==> config.mk <==
export PLATFORM = sky130hd
export DESIGN_NAME = coretest_arbiter
export DESIGN_NICKNAME = d
export VERILOG_FILES = /design/src/rtl/coretest_arbiter.sv
export SDC_FILE = /design/constraint.sdc
export NUM_CORES = 1
export LEC_CHECK = 0
export CAP_MARGIN = 5
export CORE_ASPECT_RATIO = 0.75
export CORE_MARGIN = 3
export CORE_UTILIZATION = 40
export DETAILED_ROUTE_END_ITERATION = 12
export PLACE_DENSITY = 0.86
export SYNTH_ARGS = -nofsm -noshare
export SYNTH_HDL_FRONTEND = slang
export SYNTH_SLANG_ARGS = --single-unit
==> constraint.sdc <==
create_clock -name clk -period 3.27 [get_ports clk]
set_clock_uncertainty 0.1 [all_clocks]
set_input_delay 0.327 -clock clk [delete_from_list [all_inputs] [get_ports clk]]
set_output_delay 0.327 -clock clk [all_outputs]
set_load 0.02 [all_outputs]
==> src/rtl/coretest_arbiter.sv <==
// coretest_arbiter
//   Two-port round-robin arbiter in front of the 32-bit core register
//   interface. Each granted access drives core_cs for exactly one cycle.
//   The read data and error from that cycle are registered into the
//   winner's rdata/err. The winner's ack is pulsed for one cycle after that.
//   Sequence: IDLE -> ACCESS -> ACK -> IDLE, so one access completes every
//   three cycles.
//
// Ports
//   clk, reset_n                     clock, asynchronous active-low reset
//   req0/1, we0/1, addr0/1, wdata0/1 requester side, sampled on the grant edge
//   ack0/1, rdata0/1, err0/1         completion pulse and held response
//   core_cs, core_we, core_address,
//   core_write_data                  registered core request
//   core_read_data, core_error       core response, combinational while core_cs=1
`timescale 1ns/1ps
module coretest_arbiter #(
  parameter int ADDR_WIDTH = 8,
  parameter int DATA_WIDTH = 32
) (
  input  logic                  clk,
  input  logic                  reset_n,
  input  logic                  req0,
  input  logic                  req1,
  input  logic                  we0,
  input  logic                  we1,
  input  logic [ADDR_WIDTH-1:0] addr0,
  input  logic [ADDR_WIDTH-1:0] addr1,
  input  logic [DATA_WIDTH-1:0] wdata0,
  input  logic [DATA_WIDTH-1:0] wdata1,
  output logic                  ack0,
  output logic                  ack1,
  output logic [DATA_WIDTH-1:0] rdata0,
  output logic [DATA_WIDTH-1:0] rdata1,
  output logic                  err0,
  output logic                  err1,
  output logic                  core_cs,
  output logic                  core_we,
  output logic [ADDR_WIDTH-1:0] core_address,
  output logic [DATA_WIDTH-1:0] core_write_data,
  input  logic [DATA_WIDTH-1:0] core_read_data,
  input  logic                  core_error
);

  typedef enum logic [1:0] {
    IDLE   = 2'd0,
    ACCESS = 2'd1,
    ACK    = 2'd2
  } state_t;

  state_t                  state_r;
  state_t                  state_next_s;
  logic                    last_grant_r;
  logic                    grant_port_r;
  logic                    grant_valid_s;
  logic                    grant_sel_s;
  logic                    sel_we_s;
  logic [ADDR_WIDTH-1:0]   sel_addr_s;
  logic [DATA_WIDTH-1:0]   sel_wdata_s;
  logic [DATA_WIDTH-1:0]   resp_data_s;

  // Arbitration decision and next-state logic.
  always_comb begin
    grant_valid_s = 1'b0;
    grant_sel_s   = 1'b0;
    state_next_s  = state_r;
    case (state_r)
      IDLE: begin
        if (req0 && req1) begin
          // On a tie the port that was not served last time wins.
          grant_valid_s = 1'b1;
          grant_sel_s   = ~last_grant_r;
        end else if (req0) begin
          grant_valid_s = 1'b1;
          grant_sel_s   = 1'b0;
        end else if (req1) begin
          grant_valid_s = 1'b1;
          grant_sel_s   = 1'b1;
        end else begin
          grant_valid_s = 1'b0;
          grant_sel_s   = 1'b0;
        end
        if (req0 || req1) begin
          state_next_s = ACCESS;
        end else begin
          state_next_s = IDLE;
        end
      end
      ACCESS:  state_next_s = ACK;
      ACK:     state_next_s = IDLE;
      default: state_next_s = IDLE;
    endcase
  end

  // Request fields of the selected port, plus the read response to capture.
  always_comb begin
    if (grant_sel_s) begin
      sel_we_s    = we1;
      sel_addr_s  = addr1;
      sel_wdata_s = wdata1;
    end else begin
      sel_we_s    = we0;
      sel_addr_s  = addr0;
      sel_wdata_s = wdata0;
    end
    // A write returns zero data; only the error is meaningful.
    if (core_we) begin
      resp_data_s = {DATA_WIDTH{1'b0}};
    end else begin
      resp_data_s = core_read_data;
    end
  end

  // State register.
  always_ff @(posedge clk or negedge reset_n) begin
    if (!reset_n) begin
      state_r <= IDLE;
    end else begin
      state_r <= state_next_s;
    end
  end

  // Core request registers, response capture and ack pulses.
  always_ff @(posedge clk or negedge reset_n) begin
    if (!reset_n) begin
      last_grant_r    <= 1'b1;
      grant_port_r    <= 1'b0;
      core_cs         <= 1'b0;
      core_we         <= 1'b0;
      core_address    <= {ADDR_WIDTH{1'b0}};
      core_write_data <= {DATA_WIDTH{1'b0}};
      ack0            <= 1'b0;
      ack1            <= 1'b0;
      rdata0          <= {DATA_WIDTH{1'b0}};
      rdata1          <= {DATA_WIDTH{1'b0}};
      err0            <= 1'b0;
      err1            <= 1'b0;
    end else begin
      case (state_r)
        IDLE: begin
          if (grant_valid_s) begin
            core_cs         <= 1'b1;
            core_we         <= sel_we_s;
            core_address    <= sel_addr_s;
            core_write_data <= sel_wdata_s;
            last_grant_r    <= grant_sel_s;
            grant_port_r    <= grant_sel_s;
          end
        end
        ACCESS: begin
          if (grant_port_r) begin
            rdata1 <= resp_data_s;
            err1   <= core_error;
            ack1   <= 1'b1;
          end else begin
            rdata0 <= resp_data_s;
            err0   <= core_error;
            ack0   <= 1'b1;
          end
          // Address and write data stay put; cs alone qualifies them.
          core_cs <= 1'b0;
          core_we <= 1'b0;
        end
        ACK: begin
          ack0 <= 1'b0;
          ack1 <= 1'b0;
        end
        default: begin
          core_cs <= 1'b0;
          core_we <= 1'b0;
          ack0    <= 1'b0;
          ack1    <= 1'b0;
        end
      endcase
    end
  end

endmodule

* After elaboration in Yosys (flattened, before gate mapping)
Index checks and enable logic that the tools add are counted.
W data, S select, Z words.
** Storage, ports and cells
- Bits in registers :: 114
- Latch bits :: 0
- RAM bits :: 0
- ROM bits :: 0
- Input port bits :: 119
- Output and inout port bits :: 110
- Logic and storage cells :: 52
- Memories kept :: 0
** Operators by class
- Add/subtract/negate cells :: 0
- Multiply operators :: 0
- Divide/modulo/power cells :: 0
- $lt $le $gt $ge :: 0
- Equal/unequal tests :: 5
- Shift-type cells :: 0
- Multiplexer cells :: 21
- Bitwise operators :: 4
- Reductions and logical operators :: 9
** Operators by type and width (number)
- $mux W32 :: 2
- $mux W1 :: 13
- $reduce_and A2 Y1 :: 6
- $mux W8 :: 1
- $pmux W1 S2 :: 4
- $ne A2 B2 Y1 const B :: 3
- $not A1 Y1 :: 4
- $pmux W2 S2 :: 1
- $eq A2 B1 Y1 const B :: 1
- $eq A2 B2 Y1 const B :: 1
- $logic_not A2 Y1 :: 1
- $logic_and A1 B1 Y1 :: 1
- $logic_or A1 B1 Y1 :: 1

* Logic depth before layout (Yosys ltp)
Gate-level depths: netlist (run 1).
- Depth after elaboration :: 7
- Depth in mapped cells :: 6
- Gate-level depth less buffers :: 3

* Worst setup path after synthesis (run 1)
OpenSTA, ideal clock, no wires.
- Path kind :: register to register
- Start point :: register last_grant_r
- End point :: register core_write_data[11]
- Setup time :: 78 ps
- Arrival time :: 1356 ps
- Data required time :: 3092 ps
- Setup slack :: 1737 ps
- Cell stages (with the launch flop) :: 6
- Path buffers :: 2
- Period minus slack after synthesis :: 1533 ps
- Path through :: dfstp_2 -> nand2_1 -> buf_2 -> buf_1 -> a311o_1 -> o2bb2ai_1
** Between the ends
- Cells in the longest elaborated chain, start to end :: 4
** Ends and longest elaborated chain
- start, declared :: RTL line 53 : logic last_grant_r;
- start signal, assigned :: RTL line 146 : last_grant_r <= grant_sel_s;
- $not A1 Y1 :: RTL line 72 : grant_sel_s = ~last_grant_r;
- $mux W1 :: RTL line 69 : if (req0 && req1) begin
- $mux W1 :: RTL line 67 : case (state_r)
- $mux W32 :: RTL line 97 : if (grant_sel_s) begin
- end signal, assigned :: RTL line 131 : core_write_data <= {DATA_WIDTH{1'b0}};
- end signal, assigned :: RTL line 145 : core_write_data <= sel_wdata_s;
- end, declared :: RTL line 40 : output logic [DATA_WIDTH-1:0] core_write_data,
Every way passes these cells.
A chain may end at the register's enable or synchronous reset.

* Worst setup path after layout (run 1)
- Start point :: register state_r[0]
- End point :: register core_write_data[0]
** Between the ends
- Cells in the longest elaborated chain, start to end :: 3
- Elaborated cells between the ends (all ways) :: 5
- Classes of those cells :: mux (3); reduce/logical (2)
** Ends and longest elaborated chain
- start, declared :: RTL line 51 : state_t state_r;
- start signal, assigned :: RTL line 119 : state_r <= state_next_s;
- $logic_not A2 Y1 * :: RTL line 67, 139
- $mux W1 :: RTL line 67
- $mux W32 / $reduce_and A2 Y1 (equally long branches)
Every way passes the cells marked *; elsewhere a longest branch is shown, timed or not.

==> results of run 1 <==
==> placed cells by master, fill, tap and decap left out, types with 2 or more instances in the layout <==
cell type          n
clkdlybuf4s50_1  227
dfrtp_1          113
nand2_1           66
o21ai_0           53
inv_1             43
o2bb2ai_1         42
a31oi_1           41
a311o_1           40
nand2b_1          32
clkbuf_16         17
o21ai_1           14
buf_4              8
nor2_1             3
clkbuf_8           3
clkinvlp_4         3
clkinv_2           3
buf_12             3
clkbuf_1           2
bufinv_16          2
==> worst max path at each step <==
stage	from	end	slack [ns]	depth (start not counted)
5_1_grt	state_r[0]	core_write_data[0]	1.02	5
3_5_place_dp	req0	core_write_data[8]	0.97	5
4_1_cts	state_r[1]	rdata0[8]	1.13	4
3_3_place_gp	req1	core_write_data[9]	1.07	5
2_1_floorplan	last_grant_r	core_write_data[11]	1.74	5
6_report	state_r[0]	core_write_data[0]	1.15	5
==> critical path: cells and delay by family, from the launching register on <==
kind | cells | cell delay (ns)
buffers and inverters | 3 | 1.01
AND/OR/NAND/NOR | 1 | 0.39
flip-flops | 1 | 0.34
AO/OA/AOI/OAI | 1 | 0.18
==> metrics by stage <==
step                      cell area (um2)  total power, mW  setup slack, ns  util [%]
final                                8130             8.46             1.15      65.1
after global routing                 8130             8.97             1.02      65.1
after CTS                            8130             8.53             1.13      65.1
after detailed placement             7540             6.70            0.968      60.4
after global placement               7540             6.53             1.07      60.4
after floorplan                      5170             4.81             1.74         -
==> logic make-up (layout without fill, tap and decap cells) <==
family                 count (synthesis)  after routing  share of synthesized area, %
AO/OA/AOI/OAI                        193            193                          26.8
buffers and inverters                 96            314                          8.05
AND/OR/NAND/NOR                      106            106                          9.48
flip-flops                           114            114                          55.1
multiplexers                           2              2                         0.508
==> layout make-up <==
cell class	count	area [um2]
Clock buffer	22	474
Clock inverter	9	106
Fill cell	992	4350
Inverter	44	165
Multi-Input combinational cell	301	1920
Sequential cell	114	2850
Tap cell	166	208
Timing Repair Buffer	239	2400
==> routing by layer <==
| layer | global-route usage, % | wire, um |
|---|---|---|
| met5 | 0 | 0 |
| met2 | 34.9 | 7700 |
| met1 | 28.1 | 6520 |
| met4 | 6.77 | 239 |
| met3 | 6.29 | 1170 |
==> power by group through the flow <==
| stage | Combinational, mW | Sequential [mW] | Clock [mW] |
|---|---|---|---|
| final | 4.19 | 2.48 | 1.79 |
| after global routing | 4.50 | 2.56 | 1.91 |
| after CTS | 4.22 | 2.49 | 1.83 |
| after detailed placement | 4.22 | 2.49 | 0 |
| after global placement | 4.07 | 2.46 | 0 |
| after floorplan | 1.62 | 3.19 | 0 |
==> registers in the layout (all words and copies together), names as in the netlist <==
register         count
rdata1              32
core_address         8
core_write_data     32
last_grant_r         1
core_we              1
grant_port_r         1
ack1                 1
rdata0              32
core_cs              1
state_r              2
err1                 1
err0                 1
ack0                 1
==> results.toml, run 1 <==
[power_and_ir_drop]
seq_power_share_pct = 29.3
power_density_nw_per_um2 = 1040
swShare_pct = 39.0
ir_worst_vdd_mv = 0.490
p_leak_nw = 3.46
power_switching_mw = 3.30
p_int_mw = 5.16
power_frac_clock_pct = 21.2
p_comb_share_pct = 49.5

[clock_tree]
cts_max_level = 4
post-cts-setup-buffers = 0
cts_sinks = 114
clock_latency_ns = 0.39
cts_tree = "yes"
clockBufferDepth = 2
cts_hold_buf = 1
cts-root-buf = "clkbuf_16"
cts_resized = 0
cts_made_buffers = 17
path_clk_slew_ns = 0.05

[sta]
hold_slack_ns = 0.378
fin_crit_sh_pct = 64.8
tns_ns = 0
hold_violations = 0
rsz0062_at_grt = "false"
slew_headroom_pct = 41.3
tightest_slew_ns = 0.880
min_period_ns = 2.12
fmax_mhz = 472
setup_viol = 0
drv_slew = 0

[yosys]
synth_seq_cells = 114
yosysMostFrequentCell = "dfrtp_1"
synth_edf_count = 0
synth_common_cells = "dfrtp_1 (113), nand2_1 (67), o21ai_0 (53)"
yosysTopAreaCell = "dfrtp_1"
synth_top_area_share_pct = 54.6
postSynth.asyncResetShare_pct = 100
synth.distinct_cells = 26
synthCells = 511
synth.avg_cell_area_um2 = 10.1
synthTopCellsByArea = "dfrtp_1 (55%), a311o_1 (7.7%), o2bb2ai_1 (7.1%)"
syn_area_um2 = 5170
yosys_warnings = 0
yosysSeqAreaShare_pct = 55.1
ys.flop_type = "dfrtp_1"
synth_nets = 630

[die]
die_h_um = 105
start_util_pct = 41.5
design.core.area_um2 = 12500
die_area_um2 = 14400
ios = 229
rows = 35
die_x_um = 137

[setup_path]
worstPathArrival_ns = 2.32
cp_data_required_time_ns = 3.47
slowest_delay_ns = 0.43
reg2reg_slack_ns = 1.15
path_cells = "buf_4 > clkinv_1 > nand2_1 > buf_4 > o2bb2ai_1"
r2r_start = "state_r[0]"
rr_worst_depth = 5
worst_setup_path_start_kind = "flip-flop"
critical_path_class = "flip-flop to flip-flop"
crit_fanout = 45
cp_slowest_cell = "buf_4"
r2r-end = "core_write_data[0]"
crit_top_cell = "buf_4"
end_kind = "flip-flop"

[finish]
drive_gt1_share_pct = 6.72
num_antenna_cells = 0
layout.nets = 836
final_cells = 895
syn_to_final_growth_pct = 57.1

[detailed_routing]
drc = 0
drt_iter0_drc = 239
wl_mm = 15.6
avgRoutedWirePerCell_um = 17.5
vias_per_cell = 5.39
firstDrtPassIters = 5
detail-route-antenna-nets = 0
vias = 4824

[place]
place_inst = 863
gp_congestion = 0.824
io_buffers = 228
dp_hpwl_mm = 10.8

[outcome]
outcome = "complete, no violations"

[job]
drv_cap = 0

[min_path]
hold_path_depth = 2
hold_path.class = "flip-flop to flip-flop"
holdPathEnd = "rdata1[15]"
min-delay-start = "rdata1[15]"

[grt]
grt_pass1_wl_mm = 24.8
grtUsageTotal_pct = 21.7
grt_overflow = 0
grt_pass1_vias = 4741
antenna_found_initial = 0
grt_max_degree = 69
(Power assumes the default switching activity.)
==> run 2: changes to the inputs <==
- clock period: 3.27 -> 2.2 ns (I/O delays scaled with it)
==> run 2 against run 1 <==
Sequential cell count is the same; via count up 1.2%; wire length barely moved; design area increased by 1.5%; maximum frequency is 17% higher; critical endpoint is now rdata0[11]; first-iteration DRC count is 5.4% higher; register-to-register slack got worse by 0.76 ns; count of clock-buffer cells in the layout fell by 3; sequential power rose by 49%; critical path depth decreased by 1; power rose by 52%; die area unchanged.
==> results.toml, run 2 (same netlist as run 1, synthesis figures left out) <==
[clock_tree]
cts-root-buf = "clkbuf_16"
cts_sinks = 114
cts_max_level = 4
path_clk_slew_ns = 0.06
clock_latency_ns = 0.39
cts_tree = "yes"
cts_resized = 0
clockBufferDepth = 2
cts_made_buffers = 17

[sta]
tns_ns = 0
fmax_mhz = 552
drv_slew = 0
hold_slack_ns = 0.173
min_period_ns = 1.81
hold_violations = 0
setup_viol = 0
rsz0062_at_grt = "false"
fin_crit_sh_pct = 82.3
slew_headroom_pct = 56.6
tightest_slew_ns = 0.650

[finish]
final_common_cell = "clkdlybuf4s50_1"
syn_to_final_growth_pct = 59.5
top_regs = "core_write_data (32), rdata0 (32), rdata1 (32)"
drive_gt1_share_pct = 7.76
num_antenna_cells = 0
layout_common_cells = "clkdlybuf4s50_1 (227), dfrtp_1 (113), nand2_1 (66)"
fillers = 963
layout.nets = 842

[job]
drv_cap = 0

[detailed_routing]
detail-route-antenna-nets = 0
wl_mm = 15.6
drc = 0
firstDrtPassIters = 6
vias = 4884
drt_iter0_drc = 252
avgRoutedWirePerCell_um = 17.3
vias_per_cell = 5.42

[die]
rows = 35
die_x_um = 137
ios = 229
start_util_pct = 41.5
design.core.area_um2 = 12500
die_h_um = 105
die_area_um2 = 14400

[setup_path]
r2r_start = "state_r[1]"
end_kind = "flip-flop"
critical_path_class = "flip-flop to flip-flop"
worst_setup_path_start_kind = "flip-flop"
cp-startpoint = "state_r[1]"
reg2reg_slack_ns = 0.39
crit_fanout = 44
worstPathArrival_ns = 1.96
cp_data_required_time_ns = 2.35

[place]
io_buffers = 228
dp_hpwl_mm = 10.9
gp_congestion = 0.825

[power_and_ir_drop]
seq_power_share_pct = 28.8
p_int_mw = 7.88
power_frac_clock_pct = 21.8
ir_worst_vdd_mv = 0.793
swShare_pct = 38.7
power_switching_mw = 4.97
p_leak_nw = 3.52
power_density_nw_per_um2 = 1560
p_comb_share_pct = 49.4

[outcome]
outcome = "complete, no violations"

[grt]
grt_pass1_wl_mm = 25.4
grt_max_degree = 61
grt_pass1_vias = 5018
grt_overflow = 0
antenna_found_initial = 0
grtUsageTotal_pct = 22.0

[min_path]
hold_path.class = "primary input to async pin"
==> run 2: stage by stage <==
step	std cells	total power, mW	instance area, um2	utilization, %	setup WS [ns]
6_report	901	12.8	8250	66.1	0.389
3_3_place_gp	869	9.83	7630	61.2	0.354
3_5_place_dp	869	10.1	7630	61.2	0.268
4_1_cts	901	13.0	8250	66.1	0.364
5_1_grt	901	13.6	8250	66.1	0.273
2_1_floorplan	511	7.15	5170	-	0.667
==> run 2: power by group through the flow <==
stage	combinational (mW)	clock, mW	sequential [mW]
global route	6.85	2.97	3.82
detailed placement	6.38	0	3.70
finish	6.35	2.80	3.70
CTS	6.39	2.86	3.70
floorplan	2.41	0	4.74
global placement	6.16	0	3.68
==> run 2: metal layers <==
metal | wire length [um] | vias up | GRT usage, %
met4 | 365 | 0 | 8.90
met1 | 6380 | 2361 | 28.3
met3 | 1200 | 37 | 5.71
li1 | - | 2252 | -
met5 | 0 | - | 0
met2 | 7680 | 234 | 35.3
==> run 2: final timing paths <==
path                            depth (start not counted)         end
worst max-delay path                                    4  rdata0[11]
worst min-delay path                                    2  rdata1[20]
worst max register to register                          4  rdata0[11]
worst min register to register                          2  rdata0[15]
max in group asynchronous                               3   rdata0[8]
min in group clk                                        3   rdata0[6]
==> run 2: repair_timing <==
| action | 4_1_cts | 5_1_grt |
|---|---|---|
| setup buffers | 0 | 0 |
| hold buffers | 1 | 0 |
| endpoints found under the hold margin | 26 | 0 |
==> run 2: final cells by class <==
type | count | area [um2] | share of cell area, %
Sequential cell | 114 | 2850 | 34.6
Timing Repair Buffer | 245 | 2500 | 30.3
Multi-Input combinational cell | 301 | 1920 | 23.2
Clock buffer | 19 | 453 | 5.49
Tap cell | 166 | 208 | 2.52
Inverter | 44 | 165 | 2.00
Clock inverter | 12 | 158 | 1.91
==> run 2: critical path, stage by stage (launching register included) <==
cell     delay (ns)
dfrtp_1        0.47
or3b_2         0.60
buf_4          0.29
nand2_1        0.10
o21ai_0        0.09
